==> config.mk <==
export PLATFORM = sky130hd
export DESIGN_NAME = instr_mem_loader
export DESIGN_NICKNAME = d
export VERILOG_FILES = /design/src/rtl/rv_pkg.sv /design/src/rtl/rv_instr_packer.sv /design/src/rtl/instr_mem_loader.sv
export SDC_FILE = /design/constraint.sdc
export NUM_CORES = 1
export LEC_CHECK = 0
export BUFFER_PORTS_ARGS = -buffer_cell sky130_fd_sc_hd__buf_2
export CAP_MARGIN = 0
export CORE_ASPECT_RATIO = 1.1
export CORE_MARGIN = 1
export CORE_UTILIZATION = 51
export DETAILED_ROUTE_END_ITERATION = 8
export PLACE_DENSITY = 0.82
export SLEW_MARGIN = 5
export SYNTH_ARGS = -nofsm -noshare
export SYNTH_HDL_FRONTEND = slang
export SYNTH_SLANG_ARGS = --single-unit
==> constraint.sdc <==
create_clock -name clk -period 4.1 [get_ports clk]
set_clock_uncertainty 0.15 [all_clocks]
set_input_delay 0.82 -clock clk [delete_from_list [all_inputs] [get_ports clk]]
set_output_delay 0.82 -clock clk [all_outputs]
set_load 0.1 [all_outputs]
==> src/rtl/rv_pkg.sv <==
// Shared RV32 definitions for the program loader and its instruction packer.
// Holds the major opcodes (same values the core's main decoder consumes),
// the loader's request type codes and the loader state enumeration.
package rv_pkg;

  // Major opcodes, bits [6:0] of every RV32I instruction word
  localparam logic [6:0] R_TYPE = 7'b0110011;
  localparam logic [6:0] I_TYPE = 7'b0010011;
  localparam logic [6:0] S_TYPE = 7'b0100011;
  localparam logic [6:0] B_TYPE = 7'b1100011;
  localparam logic [6:0] J_TYPE = 7'b1101111;
  localparam logic [6:0] U_TYPE = 7'b0110111;

  // Request type codes carried on in_type; 6 and 7 are illegal
  localparam logic [2:0] TYPE_R = 3'd0;
  localparam logic [2:0] TYPE_I = 3'd1;
  localparam logic [2:0] TYPE_S = 3'd2;
  localparam logic [2:0] TYPE_B = 3'd3;
  localparam logic [2:0] TYPE_J = 3'd4;
  localparam logic [2:0] TYPE_U = 3'd5;

  // Loader session states
  typedef enum logic [1:0] {
    ST_IDLE   = 2'd0,
    ST_ACCEPT = 2'd1,
    ST_WRITE  = 2'd2,
    ST_DONE   = 2'd3
  } loader_state_e;

  // True for the six type codes the packer can encode
  function automatic logic is_legal_type(input logic [2:0] typ);
    is_legal_type = (typ <= TYPE_U);
  endfunction

endpackage

==> src/rtl/rv_instr_packer.sv <==
// Purely combinational RV32I field-to-word encoder.
// Ports:
//   typ     - request type code (TYPE_R..TYPE_U, others illegal)
//   rd/rs1/rs2, funct3, funct7 - register and function fields
//   imm     - immediate: value for I/S, byte offset for B/J, full value for U
//   word    - packed 32-bit instruction (zero when illegal)
//   illegal - high when typ is not one of the six encodable types
module rv_instr_packer
  import rv_pkg::*;
(
  input  logic [2:0]  typ,
  input  logic [4:0]  rd,
  input  logic [4:0]  rs1,
  input  logic [4:0]  rs2,
  input  logic [2:0]  funct3,
  input  logic [6:0]  funct7,
  input  logic [31:0] imm,
  output logic [31:0] word,
  output logic        illegal
);

  // Field placement per instruction format; B/J drop imm[0] (always even offsets)
  always_comb begin
    word    = 32'h0000_0000;
    illegal = 1'b0;
    case (typ)
      TYPE_R: word = {funct7, rs2, rs1, funct3, rd, R_TYPE};
      TYPE_I: word = {imm[11:0], rs1, funct3, rd, I_TYPE};
      TYPE_S: word = {imm[11:5], rs2, rs1, funct3, imm[4:0], S_TYPE};
      TYPE_B: word = {imm[12], imm[10:5], rs2, rs1, funct3, imm[4:1], imm[11], B_TYPE};
      TYPE_J: word = {imm[20], imm[10:1], imm[11], imm[19:12], rd, J_TYPE};
      TYPE_U: word = {imm[31:12], rd, U_TYPE};
      default: begin
        word    = 32'h0000_0000;
        illegal = 1'b1;
      end
    endcase
  end

endmodule

==> src/rtl/instr_mem_loader.sv <==
// Program loader: takes instruction requests as separate fields over a
// valid/ready handshake, packs them into RV32I words and writes them to
// consecutive word addresses of instruction memory over a we/ack handshake.
// Ports:
//   clk, rst           - clock, asynchronous active-high reset
//   start, base_addr   - open a session at the word-aligned base address
//   in_valid/in_ready  - request handshake; in_type/in_rd/in_rs1/in_rs2/
//                        in_funct3/in_funct7/in_imm carry the fields
//   finish             - close the session after any pending write
//   mem_we/mem_addr/mem_wdata/mem_ack - memory write port
//   busy, done, err    - status: non-idle, end-of-session pulse, sticky error
//   word_count         - words written in the current session
module instr_mem_loader
  import rv_pkg::*;
#(
  parameter int ADDR_W    = 32,
  parameter int MAX_WORDS = 1024,
  parameter int CNT_W     = 16
) (
  input  logic              clk,
  input  logic              rst,
  input  logic              start,
  input  logic [ADDR_W-1:0] base_addr,
  input  logic              in_valid,
  output logic              in_ready,
  input  logic [2:0]        in_type,
  input  logic [4:0]        in_rd,
  input  logic [4:0]        in_rs1,
  input  logic [4:0]        in_rs2,
  input  logic [2:0]        in_funct3,
  input  logic [6:0]        in_funct7,
  input  logic [31:0]       in_imm,
  input  logic              finish,
  output logic              mem_we,
  output logic [ADDR_W-1:0] mem_addr,
  output logic [31:0]       mem_wdata,
  input  logic              mem_ack,
  output logic              busy,
  output logic              done,
  output logic              err,
  output logic [CNT_W-1:0]  word_count
);

  localparam logic [CNT_W-1:0]  MAX_CNT    = CNT_W'(MAX_WORDS);
  localparam logic [ADDR_W-1:0] ADDR_STEP  = ADDR_W'(3'd4);
  localparam logic [ADDR_W-1:0] ALIGN_MASK = ~ADDR_W'(2'd3);

  loader_state_e     state_r;
  loader_state_e     next_state_s;

  logic [31:0]       pk_word_s;
  logic              pk_illegal_s;

  logic [ADDR_W-1:0] addr_r;
  logic [31:0]       wdata_r;
  logic [CNT_W-1:0]  count_r;
  logic              err_r;
  logic              finish_pend_r;

  logic [CNT_W-1:0]  count_inc_s;
  logic              max_hit_s;
  logic              end_req_s;

  logic              in_ready_s;
  logic              mem_we_s;
  logic              busy_s;
  logic              done_s;

  logic              in_ready_r;
  logic              mem_we_r;
  logic              busy_r;
  logic              done_r;

  rv_instr_packer u_packer (
    .typ     (in_type),
    .rd      (in_rd),
    .rs1     (in_rs1),
    .rs2     (in_rs2),
    .funct3  (in_funct3),
    .funct7  (in_funct7),
    .imm     (in_imm),
    .word    (pk_word_s),
    .illegal (pk_illegal_s)
  );

  // A finish seen in the ack cycle itself counts the same as a pending one
  assign count_inc_s = count_r + CNT_W'(1'b1);
  assign max_hit_s   = (count_inc_s == MAX_CNT);
  assign end_req_s   = finish_pend_r | finish;

  // State register
  always_ff @(posedge clk or posedge rst) begin
    if (rst) begin
      state_r <= ST_IDLE;
    end else begin
      state_r <= next_state_s;
    end
  end

  // Next-state logic
  always_comb begin
    next_state_s = state_r;
    case (state_r)
      ST_IDLE: begin
        if (start) begin
          next_state_s = ST_ACCEPT;
        end else begin
          next_state_s = ST_IDLE;
        end
      end
      ST_ACCEPT: begin
        if (in_valid && !pk_illegal_s) begin
          next_state_s = ST_WRITE;
        end else if (finish) begin
          // Covers finish alone and finish alongside a dropped illegal request
          next_state_s = ST_DONE;
        end else begin
          next_state_s = ST_ACCEPT;
        end
      end
      ST_WRITE: begin
        if (mem_ack) begin
          if (end_req_s || max_hit_s) begin
            next_state_s = ST_DONE;
          end else begin
            next_state_s = ST_ACCEPT;
          end
        end else begin
          next_state_s = ST_WRITE;
        end
      end
      ST_DONE: begin
        next_state_s = ST_IDLE;
      end
      default: begin
        next_state_s = ST_IDLE;
      end
    endcase
  end

  // Output decode from the next state so the registered copies line up with the state
  always_comb begin
    in_ready_s = (next_state_s == ST_ACCEPT);
    mem_we_s   = (next_state_s == ST_WRITE);
    busy_s     = (next_state_s != ST_IDLE);
    done_s     = (next_state_s == ST_DONE);
  end

  // Control output registers
  always_ff @(posedge clk or posedge rst) begin
    if (rst) begin
      in_ready_r <= 1'b0;
      mem_we_r   <= 1'b0;
      busy_r     <= 1'b0;
      done_r     <= 1'b0;
    end else begin
      in_ready_r <= in_ready_s;
      mem_we_r   <= mem_we_s;
      busy_r     <= busy_s;
      done_r     <= done_s;
    end
  end

  // Session datapath: write address, packed word, word counter, error and pending finish
  always_ff @(posedge clk or posedge rst) begin
    if (rst) begin
      addr_r        <= '0;
      wdata_r       <= 32'h0000_0000;
      count_r       <= '0;
      err_r         <= 1'b0;
      finish_pend_r <= 1'b0;
    end else begin
      case (state_r)
        ST_IDLE: begin
          if (start) begin
            addr_r        <= base_addr & ALIGN_MASK;
            count_r       <= '0;
            err_r         <= 1'b0;
            finish_pend_r <= 1'b0;
          end
        end
        ST_ACCEPT: begin
          if (in_valid) begin
            if (pk_illegal_s) begin
              err_r <= 1'b1;
            end else begin
              wdata_r <= pk_word_s;
              if (finish) begin
                finish_pend_r <= 1'b1;
              end
            end
          end
        end
        ST_WRITE: begin
          if (finish) begin
            finish_pend_r <= 1'b1;
          end
          if (mem_ack) begin
            addr_r  <= addr_r + ADDR_STEP;
            count_r <= count_inc_s;
            // Running out of room without an explicit finish is an error
            if (max_hit_s && !end_req_s) begin
              err_r <= 1'b1;
            end
          end
        end
        ST_DONE: begin
          finish_pend_r <= 1'b0;
        end
        default: begin
          finish_pend_r <= 1'b0;
        end
      endcase
    end
  end

  assign in_ready   = in_ready_r;
  assign mem_we     = mem_we_r;
  assign mem_addr   = addr_r;
  assign mem_wdata  = wdata_r;
  assign busy       = busy_r;
  assign done       = done_r;
  assign err        = err_r;
  assign word_count = count_r;

endmodule

After elaboration in Yosys (flattened, before gate mapping)
Index checks and enable logic that the tools add are counted.
{"block": "op_classes", "addsub": 2, "n_mul": 0, "div": 0, "n_lt_le_gt_ge": 0, "n_eq_ne": 18, "shift": 0, "n_mux": 23, "n_bitwise": 1, "n_reduce_logical": 14}
{"cell": "case mux 32 bit (6 select lines)", "n": 1}
{"cell": "two-way mux 32 bit", "n": 2}
{"cell": "case mux 32 bit (2 select lines)", "n": 1}
{"cell": "adder 32 x 3 -> 32 bit, second input constant", "n": 1}
{"cell": "two-way mux 16 bit", "n": 2}
{"cell": "case mux 16 bit (2 select lines)", "n": 1}
{"cell": "adder 16 x 1 -> 16 bit, second input constant", "n": 1}
{"cell": "== test 16 x 11 -> 1 bit, second input constant", "n": 1}
{"cell": "!= test 2 bit, second input constant", "n": 6}
{"cell": "two-way mux 1 bit", "n": 9}
{"cell": "AND reduction 3 bit", "n": 3}
{"cell": "== test 2 bit, second input constant", "n": 4}
{"cell": "two-way mux 2 bit", "n": 4}
{"cell": "case mux 2 bit (4 select lines)", "n": 1}
{"cell": "== test 3 x 2 -> 1 bit, second input constant", "n": 2}
{"cell": "== test 3 bit, second input constant", "n": 2}
{"cell": "AND reduction 6 bit", "n": 1}
{"cell": "OR reduction 6 bit", "n": 1}
{"cell": "== test 2 x 1 -> 1 bit, second input constant", "n": 2}
{"cell": "case mux 1 bit (4 select lines)", "n": 1}
{"cell": "nonzero test 2 bit", "n": 2}
{"cell": "== test 3 x 1 -> 1 bit, second input constant", "n": 1}
{"cell": "zero test 3 bit", "n": 1}
{"cell": "case mux 1 bit (3 select lines)", "n": 1}
{"cell": "6 further kinds", "n": 7}
{"block": "word_totals", "regBits": 88, "latchBits": 0, "ramBits": 0, "romBits": 0, "wordCells": 68, "n_memories": 0}

Depth between registers and ports, before layout
Gate-level depths: netlist of run 1.
{"block": "depth", "depth_word": 7, "depth_mapped": 10, "mapped_depth_nobuf": 8}

By module
A second synthesis of run 1 with hierarchy kept.
{"block": "hier_totals", "cells_unflattened": 583, "area_unflattened_um2": 5216.3}
{"module": "instr_mem_loader", "instances": 1, "cells_each": 485, "area_each_um2": 4563.1, "seq_area_each_um2": 2152.1}
{"module": "rv_instr_packer", "instances": 1, "cells_each": 98, "area_each_um2": 653.1, "seq_area_each_um2": 0.0}

Worst setup path after synthesis of run 1
Ideal clock, no wire load.
{"block": "synth_timing", "kind": "reg2reg", "from": "register count_r[0], in the netlist word_count[0]", "to": "register busy_r, in the netlist busy", "setup_ns": 0.074, "arrival_time_ns": 2.778, "path_slack_ns": 1.098, "stages_incl_launch_ff": 8, "synth_period_minus_slack_ns": 3.002, "cell_sequence": "dfrtp_1 ha_1 nand3_1 nor4_1 xnor2_1 or4_1 o21a_1 o21ai_2"}
{"block": "synth_via", "elab_chain_len": 7}
{"item": "start, declared", "line": "instr_mem_loader.sv:56", "rtl": "logic [CNT_W-1:0] count_r;"}
{"item": "start signal, assigned", "line": "instr_mem_loader.sv:200", "rtl": "count_r <= count_inc_s;"}
{"item": "adder 16 x 1 -> 16 bit", "line": "instr_mem_loader.sv:87", "rtl": "assign count_inc_s = count_r + CNT_W'(1'b1);"}
{"item": "== test 16 x 11 -> 1 bit", "line": "instr_mem_loader.sv:88", "rtl": "assign max_hit_s = (count_inc_s == MAX_CNT);"}
{"item": "logical OR 1 bit", "line": "instr_mem_loader.sv:123", "rtl": "if (end_req_s || max_hit_s) begin"}
{"item": "two-way mux 2 bit", "line": "instr_mem_loader.sv:123"}
{"item": "two-way mux 2 bit", "line": "instr_mem_loader.sv:122", "rtl": "if (mem_ack) begin"}
{"item": "case mux 2 bit (4 select lines)", "line": "instr_mem_loader.sv:103", "rtl": "case (state_r)"}
{"item": "nonzero test 2 bit", "line": "instr_mem_loader.sv:145", "rtl": "busy_s = (next_state_s != ST_IDLE);"}
{"item": "named net busy_s", "line": "instr_mem_loader.sv:66", "rtl": "logic busy_s;"}
{"item": "end signal, assigned", "line": "instr_mem_loader.sv:159", "rtl": "busy_r <= busy_s;"}
{"item": "end, declared", "line": "instr_mem_loader.sv:71", "rtl": "logic busy_r;"}
The timed path passes the listed nets, and every way through them passes these cells.
A chain may end at the register's enable or synchronous reset.

Worst setup path in the final report of run 1
{"block": "layout_timing", "from": "register state_r[0]", "to": "register addr_r[23], in the netlist mem_addr[23]"}
{"block": "layout_via", "elab_chain_len": 3}
{"item": "start, declared", "line": "instr_mem_loader.sv:48", "rtl": "loader_state_e state_r;"}
{"item": "start signal, assigned", "line": "instr_mem_loader.sv:96", "rtl": "state_r <= next_state_s;"}
{"item": "== test 2 bit or zero test 2 bit (tied branches)", "line": "instr_mem_loader.sv:173", "rtl": "case (state_r)"}
{"item": "!= test 2 bit (no line) or nonzero test 2 bit (tied branches)"}
{"item": "AND reduction 3 bit (no line)"}
{"item": "end signal, assigned", "line": "instr_mem_loader.sv:176", "rtl": "addr_r <= base_addr & ALIGN_MASK;"}
{"item": "end signal, assigned", "line": "instr_mem_loader.sv:199", "rtl": "addr_r <= addr_r + ADDR_STEP;"}
{"item": "end, declared", "line": "instr_mem_loader.sv:54", "rtl": "logic [ADDR_W-1:0] addr_r;"}
Parallel ways exist; a longest one is shown, timed or not.

==> results of run 1 <==
-- final cells by class --
| type | instances | area, µm² |
|---|---|---|
| clock buffers | 11 | 151.4 |
| multi-input cells | 501 | 2880 |
| inverters | 16 | 61.31 |
| repair buffers | 187 | 958.4 |
| well taps | 120 | 150.1 |
| flip-flops and latches | 85 | 2127 |
| clock inverters | 4 | 47.55 |
| fillers | 856 | 3561 |
-- layer usage --
layer  GRT usage  up-vias  part of all wire
li1            -     2633                 -
met1      0.3830     2644              0.42
met2      0.4875      219              0.50
met3     0.06218       23             0.067
met4     0.09275        0             0.017
met5           0        -                 0
-- registers in the layout (all words and copies together), names as in the netlist, 2 cells and up --
register and flops:
state_r 2, word_count 16, mem_wdata 31, mem_addr 30
-- how the worst max path moves through the flow --
stage,startpoint,end,slack (ps),cells past startpoint
after floorplan,rst,busy$_DFF_PP0_,940,1
after global placement,mem_ack,mem_addr[30]$_DFFE_PP0P_,1160,8
after detailed placement,mem_ack,mem_addr[23]$_DFFE_PP0P_,1100,8
after CTS,state_r[0]$_DFF_PP0_,mem_addr[23]$_DFFE_PP0P_,1250,10
after global routing,state_r[0]$_DFF_PP0_,word_count[13]$_DFFE_PP0P_,1020,8
final,state_r[0]$_DFF_PP0_,mem_addr[23]$_DFFE_PP0P_,1210,10
-- cells by family after synthesis --
group	Yosys count	synth area share
DFF	85	0.4032
xor gates and xnor gates	4	0.006643
AOI/OAI and AO/OA	181	0.2085
and+or+nand+nor	279	0.2571
other	1	0.0007109
muxes	27	0.05289
buffers and inverters	66	0.05194
adders and majority gates	8	0.01898
-- stage by stage --
stage                     area [µm²]  hold WS [ps]
final                           6376         273.1
after global routing            6376         284.0
after CTS                       6376         279.8
after detailed placement        6177         321.6
after global placement          6177         310.0
after floorplan                 5279         365.4
-- power by group --
| part | switching (µW) | internal [µW] | leakage [µW] |
|---|---|---|---|
| clock | 307 | 310 | 0.000101 |
| sequential | 321 | 1160 | 0.00104 |
| combinational | 3100 | 640 | 0.00185 |
-- placed cells by master (no fill, tap or decap), drive strengths merged, types with 3 or more instances in the layout --
master / n
nand4: 15
o22ai: 5
nor2b: 10
a21oi: 52
clkinv: 4
a221oi: 8
o41ai: 3
clkbuf: 11
a32oi: 12
nor2: 61
a22oi: 6
mux2: 7
ha: 8
a31oi: 14
dfrtp: 85
nand3: 35
and3: 14
a211oi: 9
inv: 14
and4: 6
o21ai: 60
buf: 187
nand2: 105
mux2i: 20
nor4: 8
nor3: 4
and2: 4
o31ai: 3
nand2b: 7
-- worst max-delay path: stages, from the launching register on --
cell and delay [ps]:
dfrtp_1 410, inv_1 120, ha_2 190, buf_4 460, nand3_1 130, buf_4 270
nand2_1 260, buf_4 410, nand2_1 90, mux2i_1 150, a32oi_1 90
==> impl_metrics.csv, run 1 <==
group,metric,value,unit
power_and_ir_drop,power-per-cell-area,915.6,nW/µm²
floorplanning,start_util,0.5308,
clock_tree,cts_resized,0,
detailed_routing,wl_per_cell,16.51,µm
clock_tree,clkSinkCount,85,
detailed_routing,initialDrtViolationCount,406,
logic_synthesis,synthFlopType,"dfrtp_1",
clock_tree,htreeDepth,3,
sta,tightest_slew,804.1,ps
floorplanning,row_count,38,
final_layout,drive_above_1_share,0.2724,
logic_synthesis,synth_commonest_cells,"nand2_1, dfrtp_1, nor2_1",
logic_synthesis,ys_seq_area_frac,0.4032,
power_and_ir_drop,power.leakage,0.002985,µW
job,max-cap-violations,0,
logic_synthesis,syn_inst,651,
sta,final.setup.tns,0,ps
setup_path,critPathMaxFanout,57,
logic_synthesis,netlist_top_cells_area,"dfrtp_1, nand2_1, o21ai_0",
floorplanning,core,9937,µm²
clock_tree,cts_buffer_depth,2,
grt,grt-ovfl-total,0,
final_layout,fin_nets,906,
floorplanning,ioPinCount,183,
power_and_ir_drop,finalPower,5838,µW
placement,dp.cells,909,
setup_path,crit_required,4180,ps
clock_tree,clk_pin_slew_worst_paths,90,ps
setup_path,r2r-end,"mem_addr[23]$_DFFE_PP0P_",
placement,portBuffers,178,
setup_path,r2r-start,"state_r[0]$_DFF_PP0_",
sta,fmax,345.5,MHz
logic_synthesis,yosys.cell_count.top_type,"nand2_1",
logic_synthesis,netlist.area_leader.share,0.4032,
grt,antenna_found_initial,0,
sta,final_max_slew_viol_count,0,
clock_tree,cts_made_buffers,9,
sta,finalSetupViolations,0,
grt,grt_max_degree,58,
logic_synthesis,syn-cell-area,5275,µm²
grt,globalRouteTotalUtil,0.2927,
detailed_routing,final_antenna_net_count,0,
final_layout,antenna_cells,0,
sta,finalHoldViolCount,0,
final_layout,fin_util,0.6417,
logic_synthesis,synth_edf_count,0,
setup_path,crit_type,"reg -> reg",
floorplanning,die_h,108.7,µm
grt,grt_pass1_wl,25.04,mm
sta,setup_ws,1205,ps
setup_path,end_kind,"register",
logic_synthesis,synth-seq-cells,85,
setup_path,startpoint_type,"register",
hold_path,hold_class,"in -> async",
clock_tree,insertion_delay,370,ps
sta,rsz0062_at_grt,"false",
logic_synthesis,yosysWarnings,0,
logic_synthesis,syn_avg_cell_area,8.103,µm²
sta,period_needed,2895,ps
placement,gp_congestion,0.8689,
logic_synthesis,yosysTopAreaCell,"dfrtp_1",
logic_synthesis,synth.distinct_cells,57,
detailed_routing,drt_first_pass_iters,5,
sta,period_share,0.7060,
placement,hpwl,10.92,mm
outcome,status,"finished clean",
clock_tree,cts_tree,"built",
clock_tree,post-cts-setup-buffer-count,0,
final_layout,stdcell_count,924,
power_and_ir_drop,ir_drop,0.7281,mV
floorplanning,die_area,10750,µm²
detailed_routing,vias,5519,
logic_synthesis,async_flop_share,1.000,
clock_tree,cts-root-buf,"clkbuf_8",
setup_path,critPathArrivalTime,2970,ps
detailed_routing,wirelength,15.25,mm
final_layout,areaGrowthSynthToFinish,20.87,%
setup_path,r2r_slack,1210,ps
detailed_routing,vias_per_cell,5.973,
setup_path,rr_worst_depth,10,
sta,max_slew_margin,0.4639,
clock_tree,postCtsHoldBufs,0,
placement,pre_cts_slack,1102,ps
detailed_routing,drc,0,
grt,grt_pass1_vias,5159,
floorplanning,dieWidth,98.97,µm
Power figures use the tool's default switching activity.
==> run 2: changes to the inputs <==
CORE_UTILIZATION = 46   (was 51)
PLACE_DENSITY = 0.78   (was 0.82)
clock period = 2.5 ns   (was 4.1 ns; I/O delays follow)
==> run 2 against run 1 <==
  * Combinational power is 66% higher
  * Clock power is 99% higher
  * Global-route usage down 2.3 points
  * Count of clock-buffer cells in the layout increased by 3
  * Wire length is 3.6% higher
  * Cell area increased by 5.0%
  * Largest power group unchanged
==> impl_metrics.csv, run 2 (synthesis gave the netlist of run 1 again) <==
group,metric,value,unit
outcome,status,"finished clean",
final_layout,final_common_cell,"buf_2",
grt,grt-ovfl-total,0,
detailed_routing,final_antenna_net_count,0,
grt,grt_max_degree,86,
sta,hold_ws,104.0,ps
power_and_ir_drop,power-per-cell-area,1481,nW/µm²
setup_path,end_kind,"register",
placement,pre_cts_slack,39.69,ps
clock_tree,cts_made_buffers,9,
setup_path,crit_required,2620,ps
clock_tree,insertion_delay,340,ps
final_layout,drive_above_1_share,0.3240,
sta,period_needed,2472,ps
floorplanning,row_count,40,
floorplanning,ioPinCount,183,
setup_path,crit_type,"reg -> reg",
sta,period_share,0.9887,
placement,portBuffers,178,
grt,grt_pass1_wl,25.72,mm
detailed_routing,vias,5614,
final_layout,largest_register_ffs,31,
floorplanning,start_util,0.4769,
detailed_routing,initialDrtViolationCount,372,
clock_tree,clkSinkCount,85,
clock_tree,cts_tree,"built",
floorplanning,die_h,114.3,µm
clock_tree,cts_buffer_depth,2,
setup_path,critPathMaxFanout,4,
detailed_routing,drt_first_pass_iters,5,
placement,gp_congestion,0.9180,
sta,setup_ws,28.14,ps
final_layout,areaGrowthSynthToFinish,26.90,%
sta,max_slew_margin,0.5938,
floorplanning,die_area,11900,µm²
setup_path,critical-path-max-stage-delay,550,ps
setup_path,startpoint_type,"register",
floorplanning,core,11060,µm²
clock_tree,htreeDepth,3,
grt,grt_pass1_vias,5273,
sta,finalHoldViolCount,0,
clock_tree,cts-root-buf,"clkbuf_16",
detailed_routing,wl_per_cell,16.36,µm
sta,tightest_slew,603.7,ps
setup_path,crit_slowest_cell,"or4_4",
detailed_routing,vias_per_cell,5.812,
sta,final_max_slew_viol_count,0,
clock_tree,clk_pin_slew_worst_paths,60,ps
final_layout,fin_nets,919,
job,max-cap-violations,0,
sta,finalSetupViolations,0,
detailed_routing,drc,0,
hold_path,hold_class,"in -> async",
clock_tree,post-cts-setup-buffer-count,0,
grt,antenna_found_initial,1,
final_layout,final_cell_mix,"buf_2, nand2_1, nor2_1",
sta,fmax,404.6,MHz
setup_path,path_cells,"ha_1 -> buf_4 -> nor4_2 -> a211oi_2 -> or4_4 -> o21ai_1 -> and3_1",
power_and_ir_drop,ir_drop,1.008,mV
placement,hpwl,11.21,mm
power_and_ir_drop,power.leakage,0.003053,µW
detailed_routing,wirelength,15.81,mm
setup_path,critPathArrivalTime,2600,ps
floorplanning,dieWidth,104.1,µm
grt,globalRouteTotalUtil,0.2694,
-- run 2: cell types whose count changed in the layout (fill, tap and decap cells not counted), moves of 2 or more --
| cell | before | now |
|---|---|---|
| dfrtp_1 | 85 | 55 |
| dfrtp_2 | 0 | 22 |
| buf_4 | 9 | 20 |
| clkbuf_8 | 11 | 1 |
| clkbuf_16 | 0 | 9 |
| dfrtp_4 | 0 | 8 |
| clkbuf_1 | 0 | 4 |
| a211oi_1 | 9 | 7 |
| a211oi_2 | 0 | 2 |
| buf_12 | 0 | 2 |
| nor4_1 | 7 | 5 |
| nor4_2 | 0 | 2 |
-- run 2: worst paths after layout --
| path | cells after the start | to | from | slack (ps) |
|---|---|---|---|---|
| max | 7 | done$_DFF_PP0_ | word_count[0]$_DFFE_PP0P_ | 30 |
| min reg2reg | 2 | mem_wdata[3]$_DFFE_PP0P_ | mem_wdata[3]$_DFFE_PP0P_ | 330 |
| min in group clk | 3 | mem_addr[28]$_DFFE_PP0P_ | base_addr[28] | 230 |
| min | 3 | mem_wdata[15]$_DFFE_PP0P_ | rst | 100 |
| max in group asynchronous | 3 | word_count[4]$_DFFE_PP0P_ | rst | 1670 |
| max reg2reg | 7 | done$_DFF_PP0_ | word_count[0]$_DFFE_PP0P_ | 30 |
-- run 2: through the flow --
stage	instance area, µm²	std cells	utilization	TNS (ps)	power, µW
detailed placement	6394	949	0.5781	0	8675
global placement	6394	949	0.5781	0	8543
floorplan	5340	652	-	-15.40	7486
global route	6691	965	0.6050	-155.9	10340
finish	6694	966	0.6052	0	9913
CTS	6658	965	0.6019	0	9919
-- run 2: power breakdown --
part / leakage, µW / switching [µW] / internal, µW
combinational: 0.00193 / 5110 / 1110
sequential: 0.000998 / 519 / 1940
clock: 0.000131 / 532 / 699
total: 0.00305 / 6160 / 3750
-- run 2: layout make-up --
cell class	instances	area (µm²)
diodes	1	2.502
clock buffers	14	254.0
clock inverters	2	10.01
fillers	1003	4367
inverters	16	63.81
multi-input cells	501	2914
flip-flops and latches	85	2185
well taps	147	183.9
repair buffers	200	1081
-- run 2: repair_timing --
| item | 4_1_cts | 5_1_grt |
|---|---|---|
| hold buffers | 0 | 0 |
| resized for setup | 0 | 6 |
| setup endpoints to repair | 0 | 6 |
-- run 2: critical path, delay by kind of cell, from the launching register on --
| kind | cells | cell delay, ps |
|---|---|---|
| DFF | 1 | 470 |
| adders and majority gates | 1 | 240 |
| buffers and inverters | 1 | 160 |
| AOI/OAI and AO/OA | 2 | 280 |
| and+or+nand+nor | 3 | 1100 |
-- run 2: per-layer routing --
metal,up-vias,part of all wire,GRT usage
met2,251,0.48,0.4320
li1,2666,-,-
met3,36,0.061,0.03870
met1,2661,0.43,0.3581
met4,0,0.027,0.1362
met5,-,0,0
